$ cat src/rtl/pipe_pkg.sv
// Shared pipeline constants: NOOP control word, control-bit indices, ALU op codes.
package pipe_pkg;

    localparam logic [15:0] NOOP_MUXCTRL = 16'h0000;
    localparam logic [2:0]  NOOP_MEMCTRL = 3'b000;
    localparam logic [4:0]  NOOP_ALUCTRL = 5'b01101;

    localparam int MEM_REGWR = 0;
    localparam int MEM_WR    = 1;
    localparam int MEM_RD    = 2;

    localparam int IMM_SRC0   = 0;
    localparam int IMM_SRC1   = 1;
    localparam int ALU_SRC    = 2;
    localparam int REG_DST0   = 3;
    localparam int REG_DST1   = 4;
    localparam int MEM_TO_REG = 5;
    localparam int SHIFT_SRC  = 6;
    localparam int JUMP       = 7;
    localparam int JAL        = 8;
    localparam int JR         = 9;
    localparam int BRANCH     = 10;

    localparam logic [4:0] ALU_AND = 5'b00000;
    localparam logic [4:0] ALU_OR  = 5'b00001;
    localparam logic [4:0] ALU_ADD = 5'b00010;
    localparam logic [4:0] ALU_XOR = 5'b00011;
    localparam logic [4:0] ALU_SLL = 5'b00100;
    localparam logic [4:0] ALU_SRL = 5'b00101;
    localparam logic [4:0] ALU_SUB = 5'b00110;
    localparam logic [4:0] ALU_SLT = 5'b00111;
    localparam logic [4:0] ALU_NOP = NOOP_ALUCTRL;

    typedef struct packed {
        logic [15:0] muxctrl;
        logic [2:0]  memctrl;
        logic [4:0]  aluctrl;
    } ctrl_t;

    localparam ctrl_t NOOP_CTRL = '{muxctrl: NOOP_MUXCTRL, memctrl: NOOP_MEMCTRL, aluctrl: NOOP_ALUCTRL};

    // A load is the only producer whose result is late enough to need a bubble.
    function automatic logic is_load(input logic [2:0] memctrl);
        return memctrl[MEM_RD] & memctrl[MEM_REGWR];
    endfunction

endpackage

$ cat src/rtl/id_ex_stage_if.sv
// Decode-to-execute bundle: ID-side operands/controls in, EX register and stall out.
interface id_ex_stage_if #(
    parameter int DW   = 32,
    parameter int RW   = 5,
    parameter int CNTW = 16
);
    logic            id_valid;
    logic [15:0]     id_muxctrl;
    logic [2:0]      id_memctrl;
    logic [4:0]      id_aluctrl;
    logic [RW-1:0]   id_rs, id_rt, id_dest;
    logic            id_uses_rs, id_uses_rt;
    logic [DW-1:0]   id_rdata1, id_rdata2, id_imm, id_pc;
    logic [4:0]      id_shamt;
    logic            flush, hold;

    logic            stall;
    logic            ex_valid;
    logic [15:0]     ex_muxctrl;
    logic [2:0]      ex_memctrl;
    logic [4:0]      ex_aluctrl;
    logic [RW-1:0]   ex_rs, ex_rt, ex_dest;
    logic [DW-1:0]   ex_rdata1, ex_rdata2, ex_imm, ex_pc;
    logic [4:0]      ex_shamt;
    logic [CNTW-1:0] bubble_count, stall_count;

    modport master (
        output id_valid, id_muxctrl, id_memctrl, id_aluctrl, id_rs, id_rt, id_dest,
               id_uses_rs, id_uses_rt, id_rdata1, id_rdata2, id_imm, id_pc, id_shamt,
               flush, hold,
        input  stall, ex_valid, ex_muxctrl, ex_memctrl, ex_aluctrl, ex_rs, ex_rt, ex_dest,
               ex_rdata1, ex_rdata2, ex_imm, ex_pc, ex_shamt, bubble_count, stall_count
    );

    modport slave (
        input  id_valid, id_muxctrl, id_memctrl, id_aluctrl, id_rs, id_rt, id_dest,
               id_uses_rs, id_uses_rt, id_rdata1, id_rdata2, id_imm, id_pc, id_shamt,
               flush, hold,
        output stall, ex_valid, ex_muxctrl, ex_memctrl, ex_aluctrl, ex_rs, ex_rt, ex_dest,
               ex_rdata1, ex_rdata2, ex_imm, ex_pc, ex_shamt, bubble_count, stall_count
    );
endinterface

$ cat src/rtl/id_ex_stage_hazard_detect.sv
// Load-use hazard check of the ID instruction against the load sitting in EX.
module hazard_detect #(
    parameter int RW = 5
) (
    input  logic          ex_valid_i,
    input  logic          ex_load_i,
    input  logic [RW-1:0] ex_dest_i,
    input  logic          id_valid_i,
    input  logic [RW-1:0] id_rs_i,
    input  logic [RW-1:0] id_rt_i,
    input  logic          id_uses_rs_i,
    input  logic          id_uses_rt_i,
    output logic          hazard_o
);
    logic rs_match, rt_match;

    assign rs_match = id_uses_rs_i && (ex_dest_i == id_rs_i);
    assign rt_match = id_uses_rt_i && (ex_dest_i == id_rt_i);

    // r0 is hardwired zero, so a load targeting it never produces a value.
    assign hazard_o = ex_valid_i && ex_load_i && (ex_dest_i != '0) && id_valid_i
                      && (rs_match || rt_match);
endmodule

$ cat src/rtl/id_ex_stage.sv
// ID/EX pipeline register with load-use bubble insertion, flush/hold and perf counters.
module id_ex_stage
    import pipe_pkg::*;
#(
    parameter int DW   = 32,
    parameter int RW   = 5,
    parameter int CNTW = 16
) (
    input logic          clk,
    input logic          reset,
    id_ex_stage_if.slave bus
);
    logic            hazard, stall;
    logic            bub_inc;

    ctrl_t           ctrl_q, ctrl_d;
    logic            valid_q, valid_d;
    logic [RW-1:0]   rs_q, rs_d, rt_q, rt_d, dest_q, dest_d;
    logic [DW-1:0]   rd1_q, rd1_d, rd2_q, rd2_d, imm_q, imm_d, pc_q, pc_d;
    logic [4:0]      shamt_q, shamt_d;
    logic [CNTW-1:0] bub_q, bub_d, stl_q, stl_d;

    hazard_detect #(.RW(RW)) u_hazard (
        .ex_valid_i   (valid_q),
        .ex_load_i    (is_load(ctrl_q.memctrl)),
        .ex_dest_i    (dest_q),
        .id_valid_i   (bus.id_valid),
        .id_rs_i      (bus.id_rs),
        .id_rt_i      (bus.id_rt),
        .id_uses_rs_i (bus.id_uses_rs),
        .id_uses_rt_i (bus.id_uses_rt),
        .hazard_o     (hazard)
    );

    // A flush squashes the consumer, so the hazard it would have raised is moot.
    assign stall = bus.hold | (hazard & ~bus.flush);

    always_comb begin
        ctrl_d  = ctrl_q;
        valid_d = valid_q;
        rs_d    = rs_q;
        rt_d    = rt_q;
        dest_d  = dest_q;
        rd1_d   = rd1_q;
        rd2_d   = rd2_q;
        imm_d   = imm_q;
        pc_d    = pc_q;
        shamt_d = shamt_q;
        bub_inc = 1'b0;
        if (!bus.hold) begin
            if (bus.flush || hazard) begin
                ctrl_d  = NOOP_CTRL;
                valid_d = 1'b0;
                rs_d    = '0;
                rt_d    = '0;
                dest_d  = '0;
                rd1_d   = '0;
                rd2_d   = '0;
                imm_d   = '0;
                pc_d    = '0;
                shamt_d = '0;
                bub_inc = bus.flush ? bus.id_valid : 1'b1;
            end else begin
                ctrl_d  = bus.id_valid ? ctrl_t'{bus.id_muxctrl, bus.id_memctrl, bus.id_aluctrl}
                                       : NOOP_CTRL;
                valid_d = bus.id_valid;
                rs_d    = bus.id_rs;
                rt_d    = bus.id_rt;
                dest_d  = bus.id_dest;
                rd1_d   = bus.id_rdata1;
                rd2_d   = bus.id_rdata2;
                imm_d   = bus.id_imm;
                pc_d    = bus.id_pc;
                shamt_d = bus.id_shamt;
            end
        end
        bub_d = (bub_inc && (bub_q != '1)) ? bub_q + 1'b1 : bub_q;
        stl_d = (stall && (stl_q != '1)) ? stl_q + 1'b1 : stl_q;
    end

    always_ff @(posedge clk) begin
        if (reset) begin
            ctrl_q  <= NOOP_CTRL;
            valid_q <= 1'b0;
            rs_q    <= '0;
            rt_q    <= '0;
            dest_q  <= '0;
            rd1_q   <= '0;
            rd2_q   <= '0;
            imm_q   <= '0;
            pc_q    <= '0;
            shamt_q <= '0;
            bub_q   <= '0;
            stl_q   <= '0;
        end else begin
            ctrl_q  <= ctrl_d;
            valid_q <= valid_d;
            rs_q    <= rs_d;
            rt_q    <= rt_d;
            dest_q  <= dest_d;
            rd1_q   <= rd1_d;
            rd2_q   <= rd2_d;
            imm_q   <= imm_d;
            pc_q    <= pc_d;
            shamt_q <= shamt_d;
            bub_q   <= bub_d;
            stl_q   <= stl_d;
        end
    end

    assign bus.stall        = stall;
    assign bus.ex_valid     = valid_q;
    assign bus.ex_muxctrl   = ctrl_q.muxctrl;
    assign bus.ex_memctrl   = ctrl_q.memctrl;
    assign bus.ex_aluctrl   = ctrl_q.aluctrl;
    assign bus.ex_rs        = rs_q;
    assign bus.ex_rt        = rt_q;
    assign bus.ex_dest      = dest_q;
    assign bus.ex_rdata1    = rd1_q;
    assign bus.ex_rdata2    = rd2_q;
    assign bus.ex_imm       = imm_q;
    assign bus.ex_pc        = pc_q;
    assign bus.ex_shamt     = shamt_q;
    assign bus.bubble_count = bub_q;
    assign bus.stall_count  = stl_q;
endmodule

$ cat src/flat_wrapper.sv
// flat-port wrapper written by rule: the top's interface ports become plain ports
module id_ex_stage_flat import pipe_pkg::*;
#(
    parameter int DW   = 32,
    parameter int RW   = 5,
    parameter int CNTW = 16
)
  (clk, reset, bus_id_valid, bus_id_muxctrl, bus_id_memctrl, bus_id_aluctrl, bus_id_rs, bus_id_rt, bus_id_dest, bus_id_uses_rs, bus_id_uses_rt, bus_id_rdata1, bus_id_rdata2, bus_id_imm, bus_id_pc, bus_id_shamt, bus_flush, bus_hold, bus_stall, bus_ex_valid, bus_ex_muxctrl, bus_ex_memctrl, bus_ex_aluctrl, bus_ex_rs, bus_ex_rt, bus_ex_dest, bus_ex_rdata1, bus_ex_rdata2, bus_ex_imm, bus_ex_pc, bus_ex_shamt, bus_bubble_count, bus_stall_count);
  id_ex_stage_if #(.DW(DW), .RW(RW), .CNTW(CNTW)) bus_i ();
  input logic clk;
  input logic reset;
  input wire logic [$bits(bus_i.id_valid)-1:0] bus_id_valid;
  input wire logic [$bits(bus_i.id_muxctrl)-1:0] bus_id_muxctrl;
  input wire logic [$bits(bus_i.id_memctrl)-1:0] bus_id_memctrl;
  input wire logic [$bits(bus_i.id_aluctrl)-1:0] bus_id_aluctrl;
  input wire logic [$bits(bus_i.id_rs)-1:0] bus_id_rs;
  input wire logic [$bits(bus_i.id_rt)-1:0] bus_id_rt;
  input wire logic [$bits(bus_i.id_dest)-1:0] bus_id_dest;
  input wire logic [$bits(bus_i.id_uses_rs)-1:0] bus_id_uses_rs;
  input wire logic [$bits(bus_i.id_uses_rt)-1:0] bus_id_uses_rt;
  input wire logic [$bits(bus_i.id_rdata1)-1:0] bus_id_rdata1;
  input wire logic [$bits(bus_i.id_rdata2)-1:0] bus_id_rdata2;
  input wire logic [$bits(bus_i.id_imm)-1:0] bus_id_imm;
  input wire logic [$bits(bus_i.id_pc)-1:0] bus_id_pc;
  input wire logic [$bits(bus_i.id_shamt)-1:0] bus_id_shamt;
  input wire logic [$bits(bus_i.flush)-1:0] bus_flush;
  input wire logic [$bits(bus_i.hold)-1:0] bus_hold;
  output wire logic [$bits(bus_i.stall)-1:0] bus_stall;
  output wire logic [$bits(bus_i.ex_valid)-1:0] bus_ex_valid;
  output wire logic [$bits(bus_i.ex_muxctrl)-1:0] bus_ex_muxctrl;
  output wire logic [$bits(bus_i.ex_memctrl)-1:0] bus_ex_memctrl;
  output wire logic [$bits(bus_i.ex_aluctrl)-1:0] bus_ex_aluctrl;
  output wire logic [$bits(bus_i.ex_rs)-1:0] bus_ex_rs;
  output wire logic [$bits(bus_i.ex_rt)-1:0] bus_ex_rt;
  output wire logic [$bits(bus_i.ex_dest)-1:0] bus_ex_dest;
  output wire logic [$bits(bus_i.ex_rdata1)-1:0] bus_ex_rdata1;
  output wire logic [$bits(bus_i.ex_rdata2)-1:0] bus_ex_rdata2;
  output wire logic [$bits(bus_i.ex_imm)-1:0] bus_ex_imm;
  output wire logic [$bits(bus_i.ex_pc)-1:0] bus_ex_pc;
  output wire logic [$bits(bus_i.ex_shamt)-1:0] bus_ex_shamt;
  output wire logic [$bits(bus_i.bubble_count)-1:0] bus_bubble_count;
  output wire logic [$bits(bus_i.stall_count)-1:0] bus_stall_count;
  assign bus_i.id_valid = bus_id_valid;
  assign bus_i.id_muxctrl = bus_id_muxctrl;
  assign bus_i.id_memctrl = bus_id_memctrl;
  assign bus_i.id_aluctrl = bus_id_aluctrl;
  assign bus_i.id_rs = bus_id_rs;
  assign bus_i.id_rt = bus_id_rt;
  assign bus_i.id_dest = bus_id_dest;
  assign bus_i.id_uses_rs = bus_id_uses_rs;
  assign bus_i.id_uses_rt = bus_id_uses_rt;
  assign bus_i.id_rdata1 = bus_id_rdata1;
  assign bus_i.id_rdata2 = bus_id_rdata2;
  assign bus_i.id_imm = bus_id_imm;
  assign bus_i.id_pc = bus_id_pc;
  assign bus_i.id_shamt = bus_id_shamt;
  assign bus_i.flush = bus_flush;
  assign bus_i.hold = bus_hold;
  assign bus_stall = bus_i.stall;
  assign bus_ex_valid = bus_i.ex_valid;
  assign bus_ex_muxctrl = bus_i.ex_muxctrl;
  assign bus_ex_memctrl = bus_i.ex_memctrl;
  assign bus_ex_aluctrl = bus_i.ex_aluctrl;
  assign bus_ex_rs = bus_i.ex_rs;
  assign bus_ex_rt = bus_i.ex_rt;
  assign bus_ex_dest = bus_i.ex_dest;
  assign bus_ex_rdata1 = bus_i.ex_rdata1;
  assign bus_ex_rdata2 = bus_i.ex_rdata2;
  assign bus_ex_imm = bus_i.ex_imm;
  assign bus_ex_pc = bus_i.ex_pc;
  assign bus_ex_shamt = bus_i.ex_shamt;
  assign bus_bubble_count = bus_i.bubble_count;
  assign bus_stall_count = bus_i.stall_count;
  id_ex_stage #(.DW(DW), .RW(RW), .CNTW(CNTW)) u_core (.clk(clk), .reset(reset), .bus(bus_i));
endmodule
$ cat config.mk
export PLATFORM = sky130hd
export DESIGN_NAME = id_ex_stage_flat
export DESIGN_NICKNAME = d
export VERILOG_FILES = /design/src/rtl/pipe_pkg.sv /design/src/rtl/id_ex_stage_if.sv /design/src/rtl/id_ex_stage_hazard_detect.sv /design/src/rtl/id_ex_stage.sv /design/src/flat_wrapper.sv
export SDC_FILE = /design/constraint.sdc
export NUM_CORES = 1
export LEC_CHECK = 0
export ABC_AREA = 1
export CAP_MARGIN = 20
export CORE_AREA = 2 2 152 154
export CTS_CLUSTER_SIZE = 20
export DETAILED_ROUTE_END_ITERATION = 6
export DIE_AREA = 0 0 154 156
export HOLD_SLACK_MARGIN = 0.1
export PLACE_DENSITY = 0.73
export SYNTH_ARGS = -nofsm -noshare
export SYNTH_HDL_FRONTEND = slang
export SYNTH_HIERARCHICAL = 1
export SYNTH_SLANG_ARGS = --single-unit
export TNS_END_PERCENT = 50
$ cat constraint.sdc
create_clock -name clk -period 2.6 [get_ports clk]
set_input_delay 0.52 -clock clk [delete_from_list [all_inputs] [get_ports clk]]
set_output_delay 0.52 -clock clk [all_outputs]
set_load 0.01 [all_outputs]
==> results_dict.tcl, run 1 <==
set metrics [dict create \
    relSlewSlack 0.3264 \
    rsz0062_at_grt "false" \
    period_minus_slack_ps 2462 \
    setup_total_negative_slack_ps 0 \
    power_density_nw_per_um2 590.9 \
    synth.yosys.seq_area_share 0.4963 \
    num-nets-final 1657 \
    detail_route.iter0.violations 554 \
    worst_setup_hold_path_clk_slew_ps 50 \
    synth_area_leaders "sky130_fd_sc_hd__dfxtp_1, sky130_fd_sc_hd__nand2_1, sky130_fd_sc_hd__a21oi_1, sky130_fd_sc_hd__o21ai_0, sky130_fd_sc_hd__nor2_1" \
    crit_arrival_ps 1940 \
    die_h_um 156 \
    final-setup-viol-count 0 \
    die-area_um2 24020 \
    htreeDepth 1 \
    synth_area_per_cell_um2 7.331 \
    synth_most_common_cell "sky130_fd_sc_hd__nand2_1" \
    tightest_slew_ps 1010 \
    via_density 4.890 \
    chipWidth_um 154 \
    effective_utilization_at_floorplan 0.3697 \
    power_switching_share 0.2405 \
    final_cell_area_um2 13040 \
    power.net_switching_mw 1.854 \
    clk-insertion-delay-late_ps 510 \
    vias_after_detailed_routing 8700 \
    timing.critical_path.from "bus_id_rt[1]" \
    drt_pass1_iterations 7 \
    hpwl_um 18860 \
    worst-path-max-fanout 3 \
    flow.area_growth_from_synthesis_pct 57.74 \
    clock-skew-final_ps 8.348 \
    ys_dominant_reg_cell "sky130_fd_sc_hd__dfxtp_1" \
    timing.final.hold_violations 0 \
    cts_made_buffers 23 \
    p_int_mw 5.854 \
    synth.lib_cells_used.distinct 27 \
    post_cts.repair.setup_buffers 0 \
    num_rows 55 \
    share_of_flip_flops_with_an_asynchronous_set_or_reset 0 \
    grt_antenna_before_repair 1 \
    cts-root-to-sink-buffers 3 \
    syn_inst 1128 \
    synth_nets 1309 \
    post_dp_cell_area_um2 12280 \
    post-route-worst-setup-slack_ps 138.1 \
    dpl_cells 1736 \
    drc_errors 0 \
    synth_seq_cells 205 \
    total_leakage_power_nw 4.923 \
    wl_per_cell_um 15.13 \
    fmax_mhz 406.2 \
    netlist.top_cell.by_area "sky130_fd_sc_hd__dfxtp_1" \
    worst_hold_startpoint "u_core/bus.ex_aluctrl[1]" \
    clock_power_share 0.422 \
    pre_cts_slack_ps -258.4 \
    worst_ir_drop_vdd_mv 0.4286 \
    seq_power_share 0.437 \
    synth.yosys.warnings 6 \
    synth_top_cells_by_count "sky130_fd_sc_hd__nand2_1, sky130_fd_sc_hd__dfxtp_1, sky130_fd_sc_hd__a21oi_1" \
    worst_r2r_startpoint "u_core/bus.ex_dest[3]" \
    num-fill-cells 2022 \
    tritoncts "built" \
    track_usage 0.2128 \
    grt_pass1_wl_um 42080 \
    required_ps 2080 \
    core_region_area_um2 22370 \
    root_buffer "sky130_fd_sc_hd__clkbuf_16" \
    finalWirelength_um 26910 \
    drive_above_1_share 0.05827 \
    hold_slack_ps 461.3 \
    period_share 0.9469 \
    grt_max_degree 131 \
    route.antenna.remaining_nets 0 \
    drv_slew 0 \
    pwr-share-comb 0.141 \
    min-delay-path-class "reg -> reg" \
    globalRoute.totalOverflow 0 \
    synth_area_um2 8269 \
    synth_enable_flop_cells 0 \
    grt_pass1_vias 8165 \
    synth_top_area_frac 0.4963 \
    critical_path_type "in -> out" \
    cp-start-kind "input pin" \
    clock-sinks 205 \
    layoutNonFillerInstCount 1779 \
    routability_congestion 0.8640 \
    endpoint_kind_of_the_worst_setup_timing_path "output pin" \
    run_status "finished, final reports clean" \
    max_cap_violations 0 \
    io_pins 385 \
    io_buffer_count 384 \
]
-- layer usage --
metal  GRT usage  vias up  share of wire
met5           0        -              0
met4     0.07432        0          0.029
met3     0.06639       54          0.089
met2      0.3626      310           0.48
met1      0.2542     3912           0.40
li1            -     4424              -
-- critical path: stages --
cell and delay (ps):
sky130_fd_sc_hd__clkdlybuf4s50_1 510, sky130_fd_sc_hd__inv_1 60, sky130_fd_sc_hd__nand2_1 70, sky130_fd_sc_hd__nand2_1 50
sky130_fd_sc_hd__nor2_1 90, sky130_fd_sc_hd__nand3_1 110, sky130_fd_sc_hd__a21oi_2 190, sky130_fd_sc_hd__nand2_1 110
sky130_fd_sc_hd__nand2_4 90, sky130_fd_sc_hd__clkbuf_2 130
-- repair_timing --
| action | in CTS | in global routing |
|---|---|---|
| hold buffers | 0 | 0 |
| pin swaps | 1 | 1 |
| setup endpoints to repair | 1 | 1 |
| gates resized for setup | 3 | 1 |
-- power by group through the flow --
stage | Sequential (mW) | Clock [mW] | Combinational (mW)
2_1_floorplan | 3.50 | 0 | 0.349
3_3_place_gp | 3.43 | 0 | 1.08
3_5_place_dp | 3.44 | 0 | 1.09
4_1_cts | 3.37 | 3.33 | 1.10
5_1_grt | 3.39 | 3.48 | 1.18
6_report | 3.37 | 3.25 | 1.09
-- worst paths after layout --
path | end | slack [ps] | cells after the start
setup / recovery | bus_stall | 140 | 10
hold / removal | u_core/bus.ex_aluctrl[1] | 460 | 2
setup reg to reg | u_core/bus.ex_aluctrl[2] | 410 | 11
hold reg to reg | u_core/bus.ex_aluctrl[1] | 460 | 2
-- final cells by class --
class / instances / area (um^2) / share of cell area
inverters: 43 / 168.9 / 0.01295
clock inverters: 5 / 53.80 / 0.004125
clock buffers: 37 / 708.2 / 0.05429
diodes: 1 / 2.502 / 0.0001918
flip-flops and latches: 205 / 4105 / 0.3147
well taps: 285 / 356.6 / 0.02734
multi-input cells: 804 / 3670 / 0.2813
repair buffers: 399 / 3979 / 0.3050
-- sequential cells by signal, summed over array words and instances (netlist names) --
register and count:
u_core/bus.ex_rt 5, u_core/bus.ex_rdata1 32, u_core/bus.ex_rdata2 32, u_core/bus.ex_muxctrl 16, u_core/bus.stall_count 16, u_core/bus.ex_pc 32
u_core/bus.ex_valid 1, u_core/bus.ex_dest 5, u_core/bus.ex_aluctrl 5, u_core/bus.ex_shamt 5, u_core/bus.bubble_count 16, u_core/bus.ex_memctrl 3
u_core/bus.ex_rs 5, u_core/bus.ex_imm 32
-- stage by stage --
stage | utilization | power (mW)
finish | 0.5832 | 7.708
global route | 0.5832 | 8.050
CTS | 0.5833 | 7.802
detailed placement | 0.5492 | 4.525
global placement | 0.5492 | 4.514
floorplan | - | 3.851
-- cell families (layout without fill, tap and decap cells) --
family	count (synthesis)	after routing	synth area share
XOR/XNOR	1	1	0.001059
other	0	1	0
AO/OA/AOI/OAI	331	331	0.2026
AND/OR/NAND/NOR	470	470	0.2371
flip-flops	205	205	0.4963
buffers and inverters	119	484	0.05992
adder cells (fa/ha/maj)	2	2	0.003026
-- layout by cell type (no fill, tap or decap), types with 2 or more instances in the layout --
cell	n
sky130_fd_sc_hd__clkdlybuf4s50_1	381
sky130_fd_sc_hd__nand2_1	303
sky130_fd_sc_hd__dfxtp_1	204
sky130_fd_sc_hd__a21oi_1	192
sky130_fd_sc_hd__o21ai_0	132
sky130_fd_sc_hd__nor2_1	80
sky130_fd_sc_hd__nand3_1	52
sky130_fd_sc_hd__inv_1	35
sky130_fd_sc_hd__clkbuf_16	23
sky130_fd_sc_hd__buf_4	12
sky130_fd_sc_hd__nand4_1	9
sky130_fd_sc_hd__clkbuf_8	8
sky130_fd_sc_hd__nor2_2	7
sky130_fd_sc_hd__clkbuf_1	6
sky130_fd_sc_hd__clkinv_2	5
sky130_fd_sc_hd__nand2_2	5
sky130_fd_sc_hd__nor3_1	5
sky130_fd_sc_hd__inv_2	5
sky130_fd_sc_hd__a21oi_2	4
sky130_fd_sc_hd__nor2_4	3
sky130_fd_sc_hd__o22ai_1	3
sky130_fd_sc_hd__buf_12	3
sky130_fd_sc_hd__inv_6	2
sky130_fd_sc_hd__buf_2	2
sky130_fd_sc_hd__nand2_4	2
sky130_fd_sc_hd__ha_1	2
No activity file was read; power rests on OpenSTA's default activity.
==> inputs of run 2 (changes only) <==
- SETUP_SLACK_MARGIN: unset -> 0.02
==> results of run 2 <==
Final layout, timing and power as in run 1 (identical DEF).
